$ cat src/rtl/sum_uart_pkg.sv
// Shared types and constants for the sum byte UART transmitter.
// Holds the FSM state enum, line levels and the default bit period.
package sum_uart_pkg;

    // PARITY stays in the enum in every build so state encodings are stable.
    typedef enum logic [2:0] {
        IDLE,
        START,
        DATA,
        PARITY,
        STOP
    } tx_state_t;

    localparam logic LINE_IDLE = 1'b1;
    localparam logic START_LVL = 1'b0;
    localparam logic STOP_LVL  = 1'b1;

    // 50 MHz system clock / 115200 baud.
    localparam int DEF_CLKS_PER_BIT = 434;

endpackage

$ cat src/rtl/uart_baud_tick.sv
// Bit-period timer: counts 0..CLKS_PER_BIT-1 while enabled and wraps.
// Ports: clk, rst (async, active-high), clear (zero the count),
// enable (count this cycle), tick (pulse while count is on its last value).
module uart_baud_tick
    import sum_uart_pkg::*;
#(
    parameter int CLKS_PER_BIT = DEF_CLKS_PER_BIT
) (
    input  logic clk,
    input  logic rst,
    input  logic clear,
    input  logic enable,
    output logic tick
);

    generate
        if (CLKS_PER_BIT < 2) begin : g_bad_period
            $error("uart_baud_tick: CLKS_PER_BIT must be >= 2");
        end
    endgenerate

    localparam int CNT_W = (CLKS_PER_BIT > 1) ? $clog2(CLKS_PER_BIT) : 1;
    localparam logic [CNT_W-1:0] LAST = CNT_W'(CLKS_PER_BIT - 1);

    logic [CNT_W-1:0] cnt;

    always_ff @(posedge clk or posedge rst) begin
        if (rst) begin
            cnt <= '0;
        end else if (clear) begin
            cnt <= '0;
        end else if (enable) begin
            if (cnt == LAST) begin
                cnt <= '0;
            end else begin
                cnt <= cnt + CNT_W'(1);
            end
        end
    end

    assign tick = enable && (cnt == LAST);

endmodule

$ cat src/rtl/sum_uart_tx.sv
// UART transmitter for the adder sum byte: 8N1, LSB first, idle high.
// Ports: clk, rst (async, active-high), in_data/in_valid/in_ready byte
// handshake, tx (registered serial line), busy (frame in progress).
// Build option: define SUM_UART_PARITY_EN to append an even-parity bit.
module sum_uart_tx
    import sum_uart_pkg::*;
#(
    parameter int CLKS_PER_BIT = DEF_CLKS_PER_BIT,
    parameter int DATA_W       = 8
) (
    input  logic              clk,
    input  logic              rst,
    input  logic [DATA_W-1:0] in_data,
    input  logic              in_valid,
    output logic              in_ready,
    output logic              tx,
    output logic              busy
);

    localparam int IDX_W = (DATA_W > 1) ? $clog2(DATA_W) : 1;
    localparam logic [IDX_W-1:0] LAST_IDX = IDX_W'(DATA_W - 1);

    tx_state_t         state;
    logic [DATA_W-1:0] shreg;
    logic [DATA_W-1:0] sh_next;
    logic [IDX_W-1:0]  bit_idx;
    logic              tx_q;
    logic              accept;
    logic              tick;
`ifdef SUM_UART_PARITY_EN
    logic              par_q;
`endif

    assign in_ready = (state == IDLE);
    assign busy     = (state != IDLE);
    assign accept   = in_valid & in_ready;
    assign sh_next  = shreg >> 1;
    assign tx       = tx_q;

    // Counter restarts on accept so the start bit is a full period.
    uart_baud_tick #(
        .CLKS_PER_BIT (CLKS_PER_BIT)
    ) u_baud (
        .clk    (clk),
        .rst    (rst),
        .clear  (accept),
        .enable (busy),
        .tick   (tick)
    );

    // tx_q is loaded with the level of the state being entered, so the
    // line changes on the same edge as the state and never glitches.
    always_ff @(posedge clk or posedge rst) begin
        if (rst) begin
            state   <= IDLE;
            shreg   <= '0;
            bit_idx <= '0;
            tx_q    <= LINE_IDLE;
`ifdef SUM_UART_PARITY_EN
            par_q   <= 1'b0;
`endif
        end else begin
            case (state)
                IDLE: begin
                    tx_q <= LINE_IDLE;
                    if (accept) begin
                        shreg   <= in_data;
                        bit_idx <= '0;
                        tx_q    <= START_LVL;
                        state   <= START;
`ifdef SUM_UART_PARITY_EN
                        // Latched now because the shift register is
                        // consumed while the data bits go out.
                        par_q   <= ^in_data;
`endif
                    end
                end
                START: begin
                    if (tick) begin
                        tx_q  <= shreg[0];
                        state <= DATA;
                    end
                end
                DATA: begin
                    if (tick) begin
                        shreg <= sh_next;
                        if (bit_idx == LAST_IDX) begin
`ifdef SUM_UART_PARITY_EN
                            tx_q  <= par_q;
                            state <= PARITY;
`else
                            tx_q  <= STOP_LVL;
                            state <= STOP;
`endif
                        end else begin
                            bit_idx <= bit_idx + IDX_W'(1);
                            tx_q    <= sh_next[0];
                        end
                    end
                end
`ifdef SUM_UART_PARITY_EN
                PARITY: begin
                    if (tick) begin
                        tx_q  <= STOP_LVL;
                        state <= STOP;
                    end
                end
`endif
                STOP: begin
                    if (tick) begin
                        tx_q  <= LINE_IDLE;
                        state <= IDLE;
                    end
                end
                default: begin
                    tx_q  <= LINE_IDLE;
                    state <= IDLE;
                end
            endcase
        end
    end

endmodule
$ cat config.mk
export PLATFORM = sky130hd
export DESIGN_NAME = sum_uart_tx
export DESIGN_NICKNAME = d
export VERILOG_FILES = /design/src/rtl/sum_uart_pkg.sv /design/src/rtl/uart_baud_tick.sv /design/src/rtl/sum_uart_tx.sv
export SDC_FILE = /design/constraint.sdc
export NUM_CORES = 1
export LEC_CHECK = 0
export CORE_MARGIN = 3
export CORE_UTILIZATION = 55
export DETAILED_ROUTE_END_ITERATION = 8
export GPL_TIMING_DRIVEN = 0
export HOLD_SLACK_MARGIN = 0.03
export PLACE_DENSITY = 0.79
export SETUP_SLACK_MARGIN = 0.15
export SYNTH_ARGS = -nofsm -noshare
export SYNTH_HDL_FRONTEND = slang
export SYNTH_HIERARCHICAL = 1
export SYNTH_SLANG_ARGS = --single-unit
$ cat constraint.sdc
create_clock -name clk -period 5.7 [get_ports clk]
set_clock_uncertainty 0.1 [all_clocks]
set_input_delay 0.855 -clock clk [delete_from_list [all_inputs] [get_ports clk]]
set_output_delay 0.855 -clock clk [all_outputs]
set_load 0.02 [all_outputs]
==> summary.txt, run 1 <==
Timing
  – Period utilization: 54.5%
  – Setup ws final: about 2600 ps
  – Total of endpoints with negative setup slack in the final report: 0
  – Top achievable clock speed: about 320 MHz
  – Endpoints failing hold: 0
  – Final Critical Period: slightly above 3000 ps
  – RSZ-0062 raised after global routing: no
  – Max-slew headroom at the worst pin: between 60% and 70%
  – Final slew viol count: 0
  – Pin slew with the least headroom to its limit: around 550 ps
  – Hold WS: 422 ps
  – Aggregate negative setup slack: 0 ps

Clock tree
  – # Post-CTS Setup Buffers: 0
  – Master cell of the clock root buffer: clkbuf_4
  – CTS H-Tree Depth: 1
  – TritonCTS Buffers: 3
  – Clock tree from TritonCTS: yes
  – Cts hold-fix bufs: 0
  – Number of resized instances in the post-cts repair step: 0
  – Sink Count: 24
  – Max Buffers Root-to-Sink: 2
  – Clock-pin slew of the registers on the worst-case setup and hold paths: approximately 120 ps
  – Clock insertion delay at the later pin of the skew report: 320 ps

Yosys
  – Instance count of the mapped netlist: 120
  – Post-Synth XOR/XNOR Area: 1.93%
  – Portion of netlist area occupied by mux cells: 14.0%
  – Sequential cell area fraction in the yosys report: ~44%
  – Share of the synthesized area in the top cell type: around 42%
  – Cell type with the highest aggregate area in the netlist: dfrtp_1
  – Leading register cell type out of synthesis: dfrtp_1
  – Number of warnings printed during yosys synthesis: 6
  – Area fraction in compound gates after synthesis: roughly 16%
  – Largest cells by area after synthesis: dfrtp_1, mux2_2, ha_1
  – Synthesized area: approximately 1400 µm²
  – Share of flip-flops with an asynchronous set or reset: 100%
  – Average footprint of a synthesized cell: ~11 µm²
  – Number of enable-type register cells in the synthesized netlist: 0
  – Dominant combinational cell family by area after synthesis: compound AO/OA/AOI/OAI gates
  – Number of distinct standard cells referenced by the synthesized netlist: 38
  – Number of nets produced by synthesis: around 140
  – Post-Synth Adder-Cell Area: under 10%
  – Post-synthesis simple-gate area fraction: around 16%
  – Seq cells post-synth: 24

Worst hold path
  – Hold Crit Endpoint: shreg[7]
  – Min-Delay Startpoint: shreg[7]
  – Tightest Hold Check Type: flip-flop to flip-flop
  – Worst Hold Depth: 1

Placed design
  – Detailed placer's ending HPWL: roughly 1800 µm
  – Final RePlAce weighted congestion: 0.749
  – Post-place instance area: between 1500 and 2000 µm²
  – Pre-CTS setup slack: 2940 ps
  – Buffers on Ports: 13
  – Post-Place Cells: 161

Worst setup path
  – Required @ worst endpoint: around 4700 ps
  – Crit end category: output pin
  – Worst reg-to-reg setup slack: roughly 3000 ps
  – Capturing point of the worst reg2reg path: shreg[5]
  – CP Class: flip-flop to output pin
  – Type of origin of the critical path: flip-flop
  – Launching point of the worst reg2reg path: state[0]
  – Logic depth of the worst register-to-register path: 9
  – Critical path peak fanout: 10
  – Data arrival time of the worst path: between 2000 and 2500 ps

Route
  – Per-cell routed wire length: 14.2 µm
  – Vias per inst: 5.94
  – Post-Route WL: ~2400 µm
  – Total number of vias: a little under 1000
  – Met2 wire length: 1190 µm
  – DRC violation count after routing: 0
  – Met3 wirelength from detailed routing: 95 µm
  – M1 wire length: approximately 1000 µm
  – Remaining antenna violation count after routing: 0
  – First-pass iteration count of the detailed router: 4
  – Top metal layer carrying routed signals: met4
  – DRC violation total after the first TritonRoute iteration: 26

Floorplan
  – Die Width: about 56 µm
  – Ports: 14
  – Die boundary height: ~56 µm
  – Floorplan Core Area: roughly 2300 µm²
  – Placement Rows: 17
  – Die area: 3110 µm²
  – Initial Utilization: 59.9%

Pwr
  – Fraction of power spent switching nets: approximately 30%
  – Leakage power figure: 0.645 nW
  – Combinational fraction of design power: 20.7%
  – Internal power: approximately 290 µW
  – Sequential cell fraction of total power: 57.6%
  – Total power after layout: between 400 and 500 µW
  – Highest ir drop seen on vdd: about 200 µV
  – Clock group share of total power: between 20% and 30%
  – NetSw: between 100 and 150 µW
  – Power density over the cells: 264 nW/µm²

Finish
  – Storage cell area: 602 µm²
  – Leading cell type in the layout, fill and taps excluded: dfrtp_1
  – Layout area overhead: 14.8%
  – Share of layout cells above drive strength 1: 26.3%
  – Count of antenna diodes in the layout: 0
  – Number of nets in the finished design: 153
  – Final core occ: about 70%
  – Most frequent cells in the layout: dfrtp_1, mux2_2, clkdlybuf4s50_1
  – Area used by multi-input combinational logic: approximately 700 µm²
  – Layout Cell Area excl Fill: roughly 1600 µm²
  – Final cell count without fillers: around 170
  – Number of filler instances in the final layout: about 170

Status
  – Result of the run: finished, final reports clean

GRT
  – GRT overflow: 0
  – Via count of the first global-routing pass: 995
  – Largest net degree at the start of global routing: 16
  – Initial antenna violation count: 0
  – Global-route usage over all layers: 17.0%
  – Global-route wire length before repair: ~4300 µm

Flow run
  – Count of max-cap constraint violations: 0
registers in the layout, indices dropped and copies added (netlist names):
name,cells
shreg,8
tx,1
bit_idx,3
state,3
u_baud/cnt,9
cell families (layout without fill, tap and decap cells):
group / Yosys count / in the layout
AO/OA/AOI/OAI: 28 / 28
XOR/XNOR: 3 / 3
adder cells (fa/ha/maj): 4 / 4
buffers and inverters: 12 / 29
flip-flops: 24 / 24
multiplexers: 17 / 17
AND/OR/NAND/NOR: 32 / 32
cell type report:
cell class                 instances  share of cell area, %
buffer                             5                   2.16
clock buffer                       4                   2.32
inverter                           7                   1.68
multi-input combinational         84                   44.8
sequential                        24                   38.5
tap                               28                   2.24
timing repair buffer              13                   8.32
Yosys cell counts (2+ instances only):
master and instances:
ha_1 4, a22o_1 2, or3b_2 2, o2111ai_1 3, nor3_1 3, o21ai_0 6, nor2_1 4, xor2_1 2
buf_2 3, nand3b_1 2, dfrtp_1 23, inv_1 7, nor2b_1 2, mux2_2 16, or3_1 4, a21oi_1 9
a2111oi_0 2, nand2_1 6
critical path, stage by stage (launching register included):
cell	delay, ps
dfrtp_1	460
buf_2	200
or3_2	490
inv_1	80
clkdlybuf4s50_1	600
power groups by stage:
stage          sequential, mW  clock [mW]  combinational, mW
6_report                0.238      0.0898             0.0855
4_1_cts                 0.237      0.0919             0.0866
5_1_grt                 0.244       0.100             0.0976
3_5_place_dp            0.241           0             0.0861
3_3_place_gp            0.239           0             0.0830
2_1_floorplan           0.232           0             0.0653
how the worst max path moves through the flow:
| stage | startpoint | end | slack (ps) | cells after the start |
|---|---|---|---|---|
| 2_1_floorplan | state[0] | tx | 3130 | 9 |
| 3_3_place_gp | state[0] | in_ready | 2950 | 4 |
| 3_5_place_dp | state[0] | in_ready | 2940 | 4 |
| 4_1_cts | state[0] | in_ready | 2570 | 4 |
| 5_1_grt | state[0] | in_ready | 2490 | 4 |
| 6_report | state[0] | in_ready | 2590 | 4 |
metal layers:
metal  global-route usage [%]  vias up
met4                     4.17        0
met1                     21.3      481
met3                     4.41        4
met2                     29.1       21
met5                        0        -
li1                         -      474
Note: power is estimated with default switching activity, not from simulation.
==> run 2: changes to the inputs <==
==> constraint.sdc (replaced) <==
create_clock -name clk -period 3 [get_ports clk]
set_clock_uncertainty 0.1 [all_clocks]
set_input_delay 0.45 -clock clk [delete_from_list [all_inputs] [get_ports clk]]
set_output_delay 0.45 -clock clk [all_outputs]
set_load 0.02 [all_outputs]
==> run 2 against run 1 <==
Effect of this change: register-to-register slack worse by 2700 ps; setup slack worse by 2300 ps; sequential cell count did not move; hold slack lost 110 ps; non-clock buffer count rose by 1; die area unchanged; critical endpoint unchanged; sequential share of layout area fell by 0.52 points; power up 90%.
==> summary.txt, run 2 (synthesis results as in run 1) <==
Status
  – Result of the run: finished, final reports clean

Clock tree
  – Clock-pin slew of the registers on the worst-case setup and hold paths: 130 ps (about the same)
  – Clock insertion delay at the later pin of the skew report: 310 ps (about the same)
  – Cts hold-fix bufs: 0 (unchanged)
  – Master cell of the clock root buffer: clkbuf_4
  – TritonCTS Buffers: 3 (unchanged)
  – Max Buffers Root-to-Sink: 2 (unchanged)
  – Clock tree from TritonCTS: yes
  – CTS H-Tree Depth: 1 (unchanged)
  – Sink Count: 24 (unchanged)

Placed design
  – Pre-CTS setup slack: 316 ps (-2620 ps)
  – Buffers on Ports: 13 (unchanged)
  – Final RePlAce weighted congestion: 0.749 (unchanged)
  – Post-Place Cells: 161 (unchanged)
  – Post-place instance area: 1530 µm² (unchanged)
  – Detailed placer's ending HPWL: 1780 µm (unchanged)

Timing
  – Final slew viol count: 0 (unchanged)
  – Final Critical Period: ~2700 ps
  – Aggregate negative setup slack: 0 ps (unchanged)
  – Endpoints failing hold: 0 (unchanged)
  – RSZ-0062 raised after global routing: no
  – Top achievable clock speed: 370 MHz
  – Pin slew with the least headroom to its limit: 549 ps (+0.312 ps)
  – Setup ws final: 299 ps (-2290 ps)
  – Total of endpoints with negative setup slack in the final report: 0 (unchanged)
  – Period utilization: roughly nine tenths
  – Max-slew headroom at the worst pin: 63.4% (about the same)

Worst setup path
  – CP Class: flip-flop to output pin
  – Data arrival time of the worst path: 2150 ps (about the same)
  – Crit end category: output pin
  – Critical path peak fanout: 10 (unchanged)
  – Required @ worst endpoint: 2450 ps (-2290 ps)
  – Type of origin of the critical path: flip-flop

Finish
  – Leading cell type in the layout, fill and taps excluded: dfrtp_1
  – Layout area overhead: 16.3%
  – Share of layout cells above drive strength 1: 26.8% (+0.53 points)
  – Final cell count without fillers: 166 (+0.61%)
  – Number of filler instances in the final layout: 168 (-2.3%)
  – Number of nets in the finished design: 154 (+0.65%)
  – Biggest regs: u_baud/cnt (9), shreg (8)
  – Layout Cell Area excl Fill: 1590 µm² (+1.4%)
  – Count of antenna diodes in the layout: 0 (unchanged)
  – Most frequent cells in the layout: dfrtp_1, mux2_2, clkdlybuf4s50_1
  – Flip-flop count of the largest register, all copies and words added: 9 (unchanged)
  – Top reg by flops: u_baud/cnt

Flow run
  – Count of max-cap constraint violations: 0 (unchanged)

Pwr
  – Leakage power figure: 0.653 nW (+1.3%)
  – Power density over the cells: 496 nW/µm² (+88%)
  – Total power after layout: 786 µW (+90%)
  – Highest ir drop seen on vdd: 370 µV (+87%)

Floorplan
  – Floorplan Core Area: 2280 µm² (unchanged)
  – Initial Utilization: 59.9% (unchanged)
  – Die Width: 55.8 µm (unchanged)
  – Ports: 14 (unchanged)
  – Placement Rows: 17 (unchanged)
  – Die boundary height: 55.8 µm (unchanged)
  – Die area: 3110 µm² (unchanged)

Route
  – Post-Route WL: 2410 µm (+2.4%)
  – DRC violation total after the first TritonRoute iteration: 12 (-54%)
  – Per-cell routed wire length: 14.5 µm (+1.8%)
  – Total number of vias: 988 (+0.82%)
  – First-pass iteration count of the detailed router: 4 (unchanged)
  – DRC violation count after routing: 0 (unchanged)
  – Remaining antenna violation count after routing: 0 (unchanged)
  – Vias per inst: 5.95 (+0.21%)

GRT
  – Initial antenna violation count: 0 (unchanged)
  – Global-route usage over all layers: 17.0% (unchanged)
  – Global-route wire length before repair: 4260 µm (unchanged)
  – Largest net degree at the start of global routing: 16 (unchanged)
  – GRT overflow: 0 (unchanged)
  – Via count of the first global-routing pass: 995 (unchanged)

Worst hold path
  – Tightest Hold Check Type: input pin to asynchronous set/reset pin
-- run 2: changes by cell type in the layout (fill, tap and decap cells not counted), sizes merged --
cell	change
buf	+1
-- run 2: path summary, 6_finish.rpt --
kind	from	end	cells past startpoint	slack (ps)
max	state[0]	in_ready	4	300
min	rst	u_baud/cnt[2]	2	320
max reg2reg	state[0]	tx	9	360
min in group clk	shreg[7]	shreg[7]	1	420
max in group asynchronous	rst	tx	2	2040
min reg2reg	shreg[7]	shreg[7]	1	420
-- run 2: layout make-up --
cell class              instances  area, µm²  share of cell area (%)
well taps                      28       35.0                    2.21
multi-input cells              84        702                    44.3
inverters                       7       26.3                    1.66
plain buffers                   5       33.8                    2.13
clock buffers                   4       36.3                    2.29
flip-flops and latches         24        602                    38.0
repair buffers                 14        150                    9.47
-- run 2: worst max-delay path, cell delays in order, from the launching register on --
cell             delay, ps
dfrtp_1                460
buf_2                  200
or3_2                  490
inv_1                   80
clkdlybuf4s50_1        600
-- run 2: timing repair --
action / CTS / global route
buffers inserted: 0 / 1
resized for setup: 0 / 1
setup endpoints to repair: 0 / 9
-- run 2: report_power, final --
part	switching, mW	internal [mW]	leakage (nW)
Sequential	0.0717	0.382	0.295
Combinational	0.0747	0.0890	0.337
Clock	0.0951	0.0741	0.0210
-- run 2: per-stage QoR --
| step | util (%) | hold slack [ps] |
|---|---|---|
| after floorplan | - | 178 |
| after global placement | 67.1 | 384 |
| after detailed placement | 67.1 | 396 |
| after CTS | 68.7 | 325 |
| after global routing | 69.7 | 330 |
| final | 69.7 | 317 |
-- run 2: layer usage --
metal	up-vias	wire length (µm)	GRT usage [%]
met4	0	16	4.17
met5	-	0	0
met2	14	1260	29.1
met1	495	1040	21.3
met3	2	90	4.41
li1	477	-	-
==> run 3: changes to the inputs <==
--- a/config.mk
+++ b/config.mk
@@ -5,12 +5,14 @@
 export SDC_FILE = /design/constraint.sdc
 export NUM_CORES = 1
 export LEC_CHECK = 0
+export CORE_ASPECT_RATIO = 2
 export CORE_MARGIN = 3
-export CORE_UTILIZATION = 55
+export CORE_UTILIZATION = 27
+export CTS_CLUSTER_DIAMETER = 80
 export DETAILED_ROUTE_END_ITERATION = 8
 export GPL_TIMING_DRIVEN = 0
 export HOLD_SLACK_MARGIN = 0.03
-export PLACE_DENSITY = 0.79
+export PLACE_DENSITY = 0.45
 export SETUP_SLACK_MARGIN = 0.15
 export SYNTH_ARGS = -nofsm -noshare
 export SYNTH_HDL_FRONTEND = slang
==> constraint.sdc (replaced) <==
create_clock -name clk -period 2.6 [get_ports clk]
set_clock_uncertainty 0.1 [all_clocks]
set_input_delay 0.39 -clock clk [delete_from_list [all_inputs] [get_ports clk]]
set_output_delay 0.39 -clock clk [all_outputs]
set_load 0.02 [all_outputs]
==> run 3 against run 2 <==
Effect of this change: clock power rose by 55%; sequential cell count is the same; setup slack got worse by 50 ps; sequential share of layout area fell by 2.3 points; combinational power grew 26%; sequential power increased by 17%; global-route usage down 6.1 points; final cell count grew 19%; first-iteration DRC count is 17% higher; hold slack got worse by 3.8 ps; critical path depth rose by 6; critical endpoint is now shreg[4].
==> summary.txt, run 3 (synthesis results as in run 1) <==
Worst setup path
  – CP Class: flip-flop to flip-flop
  – Data arrival time of the worst path: 2410 ps (+260 ps)
  – Type of origin of the critical path: flip-flop
  – Critical path peak fanout: 10 (unchanged)
  – Required @ worst endpoint: 2660 ps (+210 ps)
  – Crit end category: flip-flop

Placed design
  – Post-place instance area: 1570 µm² (+2.6%)
  – Detailed placer's ending HPWL: 2260 µm (+27%)
  – Final RePlAce weighted congestion: 0.754 (+0.64%)
  – Buffers on Ports: 13 (unchanged)

Clock tree
  – TritonCTS Buffers: 3 (unchanged)
  – Master cell of the clock root buffer: clkbuf_8
  – CTS H-Tree Depth: 1 (unchanged)
  – Clock tree from TritonCTS: yes
  – Clock-pin slew of the registers on the worst-case setup and hold paths: 90 ps (-40 ps)
  – Cts hold-fix bufs: 0 (unchanged)
  – Max Buffers Root-to-Sink: 2 (unchanged)
  – Clock insertion delay at the later pin of the skew report: 270 ps (-40 ps)
  – Sink Count: 24 (unchanged)

Finish
  – Top reg by flops: u_baud/cnt
  – Number of nets in the finished design: 157 (+1.9%)
  – Biggest regs: u_baud/cnt (9), shreg (8)
  – Flip-flop count of the largest register, all copies and words added: 9 (unchanged)
  – Most frequent cells in the layout: dfrtp_1, mux2_2, clkdlybuf4s50_1
  – Final core occ: 34.8% (-35 points)
  – Count of antenna diodes in the layout: 0 (unchanged)
  – Leading cell type in the layout, fill and taps excluded: dfrtp_1
  – Share of layout cells above drive strength 1: 30.5% (+3.7 points)
  – Layout area overhead: 24.2%
  – Layout Cell Area excl Fill: 1690 µm² (+6.7%)

GRT
  – Global-route wire length before repair: 5060 µm (+19%)
  – Via count of the first global-routing pass: 1082 (+8.7%)
  – GRT overflow: 0 (unchanged)
  – Initial antenna violation count: 0 (unchanged)
  – Largest net degree at the start of global routing: 16 (unchanged)
  – Met2 usage in global routing: 20.8% (-8.3 points)
  – Global routing usage on met3: 1.58% (-2.8 points)
  – Global-route usage over all layers: 10.9% (-6.1 points)
  – Most Used Layer, Global Route: met2
  – Met1 global-route usage: 10.9% (-10 points)

Timing
  – Aggregate negative setup slack: 0 ps (unchanged)
  – Period utilization: about 90%
  – Top achievable clock speed: approximately 430 MHz
  – Final Critical Period: roughly 2400 ps
  – Endpoints failing hold: 0 (unchanged)
  – Pin slew with the least headroom to its limit: 603 ps (+54.8 ps)
  – Max-slew headroom at the worst pin: 59.7% (-3.7 points)
  – Total of endpoints with negative setup slack in the final report: 0 (unchanged)
  – RSZ-0062 raised after global routing: yes
  – Hold WS: 313 ps (-3.82 ps)
  – Final slew viol count: 0 (unchanged)

Floorplan
  – Initial Utilization: 28.0% (-32 points)
  – Ports: 14 (unchanged)
  – Floorplan Core Area: 4860 µm² (+110%)
  – Placement Rows: 36 (+19)
  – Die Width: 56.2 µm (+0.82%)
  – Die area: 5990 µm² (+92%)
  – Die boundary height: 106 µm (+91%)

Route
  – Remaining antenna violation count after routing: 0 (unchanged)
  – Post-Route WL: 2920 µm (+21%)
  – DRC violation total after the first TritonRoute iteration: 14 (+2)
  – Vias per inst: 5.15 (-14%)
  – First-pass iteration count of the detailed router: 4 (unchanged)
  – Total number of vias: 1019 (+3.1%)
  – DRC violation count after routing: 0 (unchanged)
  – Per-cell routed wire length: 14.7 µm (+1.6%)

Status
  – Result of the run: finished, final reports clean

Pwr
  – Leakage power figure: 0.710 nW (+8.7%)
  – Highest ir drop seen on vdd: 298 µV (-20%)
  – Total power after layout: 999 µW (+27%)
  – Power density over the cells: 591 nW/µm² (+19%)

Flow run
  – Count of max-cap constraint violations: 0 (unchanged)

Worst hold path
  – Tightest Hold Check Type: input pin to asynchronous set/reset pin
[run 3: changes by cell type in the layout (fill, tap and decap cells not counted), moves of 3 or more]
| cell | previous run | this run |
|---|---|---|
| clkbuf_8 | 1 | 4 |
| buf_4 | 1 | 8 |
| clkbuf_4 | 3 | 0 |
| buf_2 | 3 | 0 |
[run 3: metrics by stage]
step / instances / setup WS (ps)
after global routing: 198 / 103
after detailed placement: 190 / -87.2
final: 198 / 249
after global placement: 190 / -43.2
after floorplan: 120 / 170
after CTS: 197 / 170
[run 3: layout make-up]
class	instances	area, µm²
sequential	24	603
tap	57	71.3
timing repair buffer	17	163
multi-input combinational	84	732
fill	513	3170
clock buffer	4	55.1
inverter	7	26.3
buffer	5	41.3
[run 3: path summary, 6_finish.rpt]
path                                  to  cells past startpoint  slack (ps)     start
max in group asynchronous       state[0]                      2        1570       rst
min reg2reg                     shreg[3]                      1         410  shreg[3]
max reg2reg                     shreg[4]                     10         250  state[1]
max                             shreg[4]                     10         250  state[1]
min in group clk                shreg[3]                      1         410  shreg[3]
min                        u_baud/cnt[0]                      2         310       rst
[run 3: report_power, final]
group | switching (mW) | internal, mW
Combinational | 0.0970 | 0.110
Sequential | 0.0894 | 0.440
Clock | 0.126 | 0.135
Total | 0.313 | 0.686
[run 3: routing by layer]
| metal | part of all wire, % | vias to the layer above |
|---|---|---|
| met4 | 2.6 | 0 |
| met1 | 36 | 514 |
| met3 | 3.2 | 7 |
| met2 | 58 | 21 |
| met5 | 0 | - |
| li1 | - | 477 |
[run 3: what timing repair did]
| action | in CTS | in global routing |
|---|---|---|
| setup endpoints to repair | 12 | 10 |
| endpoints found under the hold margin | 0 | 0 |
| setup buffers | 3 | 1 |
| pin swaps | 1 | 1 |
| gates resized for setup | 6 | 5 |
[run 3: worst max-delay path, cell delays in order (launching register included)]
cell	delay, ps
dfrtp_1	370
buf_4	180
or3_4	150
buf_6	130
inv_2	60
nor3_1	190
buf_4	200
nand2_1	100
a211oi_4	260
buf_4	170
mux2_2	330
